--- config.mk ---
export PLATFORM = sky130hd
export DESIGN_NAME = dice_roll_arbiter
export DESIGN_NICKNAME = d
export VERILOG_FILES = /design/src/rtl/dice_roll_arbiter.sv
export SDC_FILE = /design/constraint.sdc
export NUM_CORES = 1
export LEC_CHECK = 0
export BUFFER_PORTS_ARGS = -buffer_cell sky130_fd_sc_hd__buf_2
export CAP_MARGIN = 5
export CORE_MARGIN = 10
export CORE_UTILIZATION = 35
export DETAILED_ROUTE_END_ITERATION = 7
export GPL_TIMING_DRIVEN = 0
export PLACE_DENSITY = 0.55
export SYNTH_ARGS = -nofsm -noshare
export SYNTH_HDL_FRONTEND = slang
export SYNTH_SLANG_ARGS = --single-unit
--- constraint.sdc ---
create_clock -name clk -period 1.9 [get_ports clk]
set_input_delay 0.19 -clock clk [delete_from_list [all_inputs] [get_ports clk]]
set_output_delay 0.19 -clock clk [all_outputs]
set_load 0.05 [all_outputs]
--- src/rtl/dice_roll_arbiter.sv ---
// Round-robin owner of one shared serial-in/parallel-out receiver: grant, start pulse,
// wait for valid (or time out), then return the 7-bit roll with a one-cycle done pulse.
module dice_roll_arbiter #(
  parameter int NUM_REQ        = 4,
  parameter int TIMEOUT_CYCLES = 1000
) (
  input  logic               clk,
  input  logic               reset_n,
  input  logic [NUM_REQ-1:0] i_req,
  output logic [NUM_REQ-1:0] o_grant,
  output logic [NUM_REQ-1:0] o_done,
  output logic [6:0]         o_result,
  output logic               o_timeout,
  output logic               o_busy,
  output logic               o_sipo_start,
  input  logic               i_sipo_valid,
  input  logic [6:0]         i_sipo_data
);

  localparam int IDXW = $clog2(NUM_REQ);

  typedef enum logic [1:0] {IDLE, START, WAIT, DONE} state_t;

  state_t            state;
  logic [IDXW-1:0]   last_owner;
  logic [15:0]       cnt;
  logic              pick_vld;
  logic [IDXW-1:0]   pick;

  // Search upward starting one past the last owner, so it ends up with lowest priority.
  always_comb begin
    int c;
    c        = 0;
    pick_vld = 1'b0;
    pick     = last_owner;
    for (int i = 1; i <= NUM_REQ; i++) begin
      c = int'(last_owner) + i;
      if (c >= NUM_REQ) c = c - NUM_REQ;
      if (!pick_vld && i_req[IDXW'(c)]) begin
        pick_vld = 1'b1;
        pick     = IDXW'(c);
      end
    end
  end

  always_ff @(posedge clk) begin
    if (!reset_n) begin
      state        <= IDLE;
      last_owner   <= IDXW'(NUM_REQ - 1);
      cnt          <= '0;
      o_grant      <= '0;
      o_done       <= '0;
      o_result     <= '0;
      o_timeout    <= 1'b0;
      o_busy       <= 1'b0;
      o_sipo_start <= 1'b0;
    end else begin
      case (state)
        IDLE: begin
          if (pick_vld) begin
            o_grant      <= NUM_REQ'(1) << pick;
            o_sipo_start <= 1'b1;
            o_busy       <= 1'b1;
            state        <= START;
          end
        end
        START: begin
          o_sipo_start <= 1'b0;
          cnt          <= '0;
          state        <= WAIT;
        end
        WAIT: begin
          // Valid is checked first so it beats a coincident timeout.
          if (i_sipo_valid) begin
            o_result  <= i_sipo_data;
            o_timeout <= 1'b0;
            o_done    <= o_grant;
            state     <= DONE;
          end else if (cnt == 16'(TIMEOUT_CYCLES)) begin
            o_result  <= '0;
            o_timeout <= 1'b1;
            o_done    <= o_grant;
            state     <= DONE;
          end else begin
            cnt <= cnt + 16'd1;
          end
        end
        DONE: begin
          for (int i = 0; i < NUM_REQ; i++)
            if (o_grant[i]) last_owner <= IDXW'(i);
          o_done    <= '0;
          o_timeout <= 1'b0;
          o_grant   <= '0;
          o_busy    <= 1'b0;
          state     <= IDLE;
        end
        default: state <= IDLE;
      endcase
    end
  end

endmodule
After elaboration in Yosys (flattened, before gate mapping)
Cells that the tools add are included.
Word-level totals
  bits in registers: 38
  output and inout bits: 18
  logic and storage cells: 103
Cells by class
  multiplexer cells: 48
  equality and inequality tests: 8
  add/subtract/negate cells: 9
  order comparisons: 8
  shift operators: 1
  reductions and logical operators: 20
Operators with widths (number)
  $mux 16: 2
  $pmux 16 s2: 1
  $mux 2: 15
  $add 16x1->16 const B: 1
  $eq 16x10->1 const B: 1
  $lt 2x4->1 const B: 4
  $pmux 4 s2: 2
  $mux 1: 15
  $mux 7: 2
  $mux 4: 3
  $reduce_and 2->1: 6
  $reduce_bool 2->1: 5
  $ge 3x3->1 const B: 3
  $bmux 1 s2: 4
  $pmux 2 s4: 1
  $sub 2x1->2 const B: 4
  $add 2x2->3 const B: 2
  $ne 2x2->1 const B: 3
  $pmux 1 s2: 3
  $add 2x3->4 const B: 1
  $eq 2x2->1 const B: 2
  $ge 4x3->1 const B: 1
  $reduce_bool 4->1: 1
  $shl 1x2->4 const A: 1
  7 further kinds: 11

Longest topological paths before layout
  depth after elaboration: 19
  mapped depth: 8
  gate-level depth less buffers: 6

Worst setup path before layout
OpenSTA, ideal clock, no wires.
  path type: register to register
  start: register cnt[0]
  end: register cnt[8]
  path slack: 166 ps
  required time: 1828 ps
  clock period less this slack: 1734 ps
  cell stages (with the launch flop): 9
  buffers on the path: 2
  library setup time: 72 ps
  arrival: 1662 ps
  cells stage by stage: dfxtp_1 inv_1 ha_1 nor3b_1 and4_1 buf_6 buf_6 nor4_1 mux2i_1
On the way
  word-level cells in the longest chain between the ends: 4
  elaborated cells on any way between the ends: 7
Ends and longest elaborated chain
  from (decl): RTL line 26  | logic [15:0] cnt;
  from (signal assigned): RTL line 85  | cnt <= cnt + 16'd1;
  $add 16x1->16: RTL line 85
  $mux 16: RTL line 79  | end else if (cnt == 16'(TIMEOUT_CYCLES)) begin
  $mux 16: RTL line 74  | if (i_sipo_valid) begin
  $pmux 16 s2: RTL line 58  | case (state)
Parallel ways exist; a longest one is shown, timed or not. The select of a mux whose other input is x is not followed.
A chain may end at the register's enable or synchronous reset.

Worst setup path after layout
  start: register cnt[0]
  end: register cnt[6]
Same word-level chain as after synthesis.

==> flow_summary.yaml <==
timing:
  rsz0062_at_grt: "yes"
  finalClockSkew_ps: 5.96
  fin_setup_tns_ps: 0
  fmax_mhz: 553
  fin_ws_ps: 90.2
  worst-slew-pin-transition_ps: 626
  report.final.slew_viol_count: 0
  fin_crit_sh_pct: 95.3
  timing.hold.ws_ps: 139
  period_minus_slack_ps: 1810
  relSlewSlack_pct: 57.7
  setup_viol: 0
  hold_viol_final: 0
layout:
  area_growth_pct: 19.5
  fill_cells: 601
  nNetsFinal: 298
  post-route-util_pct: 43.5
  postLayoutCellArea_mm2: 0.00241
  fin_cells: 349
  register_area_um2: 763
  drive_gt1_share_pct: 19.9
  num_antenna_cells: 0
  multi_input_area_mm2: 0.00121
logic_synthesis:
  synth.largest_area_cell: "dfxtp_1"
  synth_edf_count: 0
  synth_flop_cell: "dfxtp_1"
  synth_cell_type_count: 40
  ys_seq_area_share_pct: 37.8
  synth_top_area_share_pct: 37.8
  syn_nets: 259
  netlist_area_mm2: 0.00201
  ys_ff_latch: 38
  synth.avg_cell_area_um2: 8.46
  synth_area_leaders: "dfxtp_1 38%, nand2_1 6.1%, mux2i_1 4.5%"
  async_reset_ff_share_pct: 0
  synth_warnings: 0
  netlist_instances: 238
clocking:
  cts.clk_slew.worst_paths_ps: 70
  root_buffer: "clkbuf_8"
  cts_buffers: 5
  numClockSinks: 38
  insertion_delay_ps: 290
  max-clock-path-buffers: 2
  cts_htree_levels: 2
  cts_tree: "yes"
  postCtsHoldBufs: 0
power_and_ir_drop:
  ir_worst_vdd_v: 0.000451
  pwr-share-clk_pct: 22.6
  internal-power_mw: 1.39
  power.total_mw: 2.29
  combPwrFrac_pct: 36.3
  p_switching_mw: 0.903
  netSwitchingFraction_pct: 39.4
  p_per_area_mw_per_mm2: 951
  p_leak_nw: 0.883
  power_frac_seq_pct: 41.1
placed_design:
  place_area_mm2: 0.00225
  dp_hpwl_mm: 3.77
  place_inst: 340
  place_congestion: 0.776
  io_buffers: 30
  post-place-ws_ps: -86.4
worst_setup_path:
  cp_data_required_time_ps: 2120
  cp_max_fo: 10
  endpoint_kind: "flop"
  critPathKind: "flop to flop"
  slowest_stage: "or4_1"
  cp_data_arrival_time_ps: 2030
  critical_path.cell_chain: "inv_1 -> ha_1 -> nor3b_2 -> and4_1 -> buf_6 -> or4_1 -> a21boi_1"
  max_stage_delay_ps: 490
  worstSetupStartpointType: "flop"
global_routing:
  gr-usage-all-layers_pct: 11.8
  antenna_found_initial: 0
  grt_pass1_vias: 1814
  grt_pass1_wl_mm: 8.77
  grt_overflow: 0
  grt_max_degree: 11
die:
  initial_utilization_pct: 36.4
  pin_count: 32
  core-area_mm2: 0.00554
  die_w_um: 95.9
  num_rows: 27
  die_area_mm2: 0.00919
  die_height_um: 95.9
routing:
  dr.pass1.iters: 4
  antenna_left: 0
  wl_per_cell_um: 15.0
  drt_wl_total_mm: 5.24
  drt_first_iter_violations: 131
  vias_per_cell: 5.37
  vias: 1873
  drc: 0
run_status:
  status: "complete, no violations"
min_path:
  hp-class: "input pin to flop"
run:
  drv_cap: 0
==> power groups by stage <==
| stage | logic (mW) | clock network [mW] | registers [mW] |
|---|---|---|---|
| after global placement | 0.802 | 0 | 0.956 |
| after floorplan | 0.419 | 0 | 1.13 |
| after CTS | 0.812 | 0.536 | 0.941 |
| after detailed placement | 0.803 | 0 | 0.957 |
| final | 0.832 | 0.517 | 0.940 |
| after global routing | 0.916 | 0.569 | 0.951 |
==> synth_stat cells (2+ instances only) <==
cell type / n
nand3_1: 8
clkbuf_1: 11
or4_1: 3
nor4_1: 5
ha_1: 7
o31ai_1: 4
inv_1: 8
nor2_1: 8
and3_1: 2
and3b_1: 2
o21a_1: 2
mux2_2: 2
buf_6: 2
nor3_1: 6
o211ai_1: 4
nand2b_1: 9
nand2_1: 33
dfxtp_1: 38
nor4b_1: 2
o32ai_1: 5
nand4_1: 5
a221o_1: 4
a21boi_1: 3
nor4_2: 2
or3_1: 4
o41ai_1: 3
and2_1: 5
o21ai_0: 12
and4_1: 3
nor2b_1: 4
o22ai_1: 2
a21boi_0: 3
mux2i_1: 9
a21oi_1: 12
==> final cells by class <==
cell class                      instances  area share [%]
Timing Repair Buffer                   32            6.86
Clock buffer                            7            3.17
Buffer                                 13            2.81
Inverter                                8            1.25
Multi-Input combinational cell        179            50.5
Sequential cell                        38            31.7
Tap cell                               72            3.74
==> final timing paths <==
kind                  start  slack, ps     endpoint  depth (start not counted)
max                  cnt[0]         90       cnt[6]                          7
min          i_sipo_data[1]        140  o_result[1]                          3
max reg2reg          cnt[0]         90       cnt[6]                          7
min reg2reg       o_done[3]        470    o_done[3]                          2
==> cells by family after synthesis <==
group | count (synthesis) | synth area share (%)
AOI/OAI and AO/OA | 57 | 19.1
adders and majority gates | 7 | 4.35
buffers and inverters | 21 | 4.66
DFF | 38 | 37.8
muxes | 11 | 5.59
and+or+nand+nor | 104 | 28.6
==> registers in the layout, summed over array words and instances, names as in the netlist, 2 cells and up <==
signal / cells
last_owner: 2
state: 2
o_grant: 4
o_result: 7
cnt: 16
o_done: 4
==> what timing repair did <==
action | in CTS | in global routing
setup endpoints to repair | 5 | 20
gates resized for setup | 4 | 12
pin swaps | 0 | 1
setup buffers | 0 | 2
==> cells in the final DEF, fill, tap and decap left out, types with 4 or more instances in the layout <==
cell type  instances
nor3_1             6
clkbuf_8           5
dfxtp_1           36
o21ai_0           11
ha_1               6
nor2_1             8
nand2b_1           8
o211ai_1           4
a21oi_1           12
o31ai_1            4
mux2i_1            9
o32ai_1            5
nand4_1            5
clkbuf_1          12
or3_1              4
inv_1              8
a221o_1            4
nand3_1            8
buf_2             30
nand2_1           33
and2_1             5
==> metal layers <==
| layer | part of all wire (%) | global-route usage, % | wire length [um] | up-vias |
|---|---|---|---|---|
| li1 | - | - | - | 947 |
| met2 | 46 | 18.5 | 2420 | 39 |
| met1 | 48 | 15.2 | 2530 | 882 |
| met4 | 1.2 | 3.44 | 62 | 0 |
| met5 | 0 | 0 | 0 | - |
| met3 | 4.3 | 3.58 | 227 | 5 |
==> critical path: cells and delay by family (launching register included) <==
kind / cells / cell delay (ps)
AO/OA/AOI/OAI: 1 / 150
buffers and inverters: 2 / 200
adder cells (fa/ha/maj): 1 / 190
AND/OR/NAND/NOR: 3 / 870
flip-flops: 1 / 350
Power figures use the tool's default switching activity.
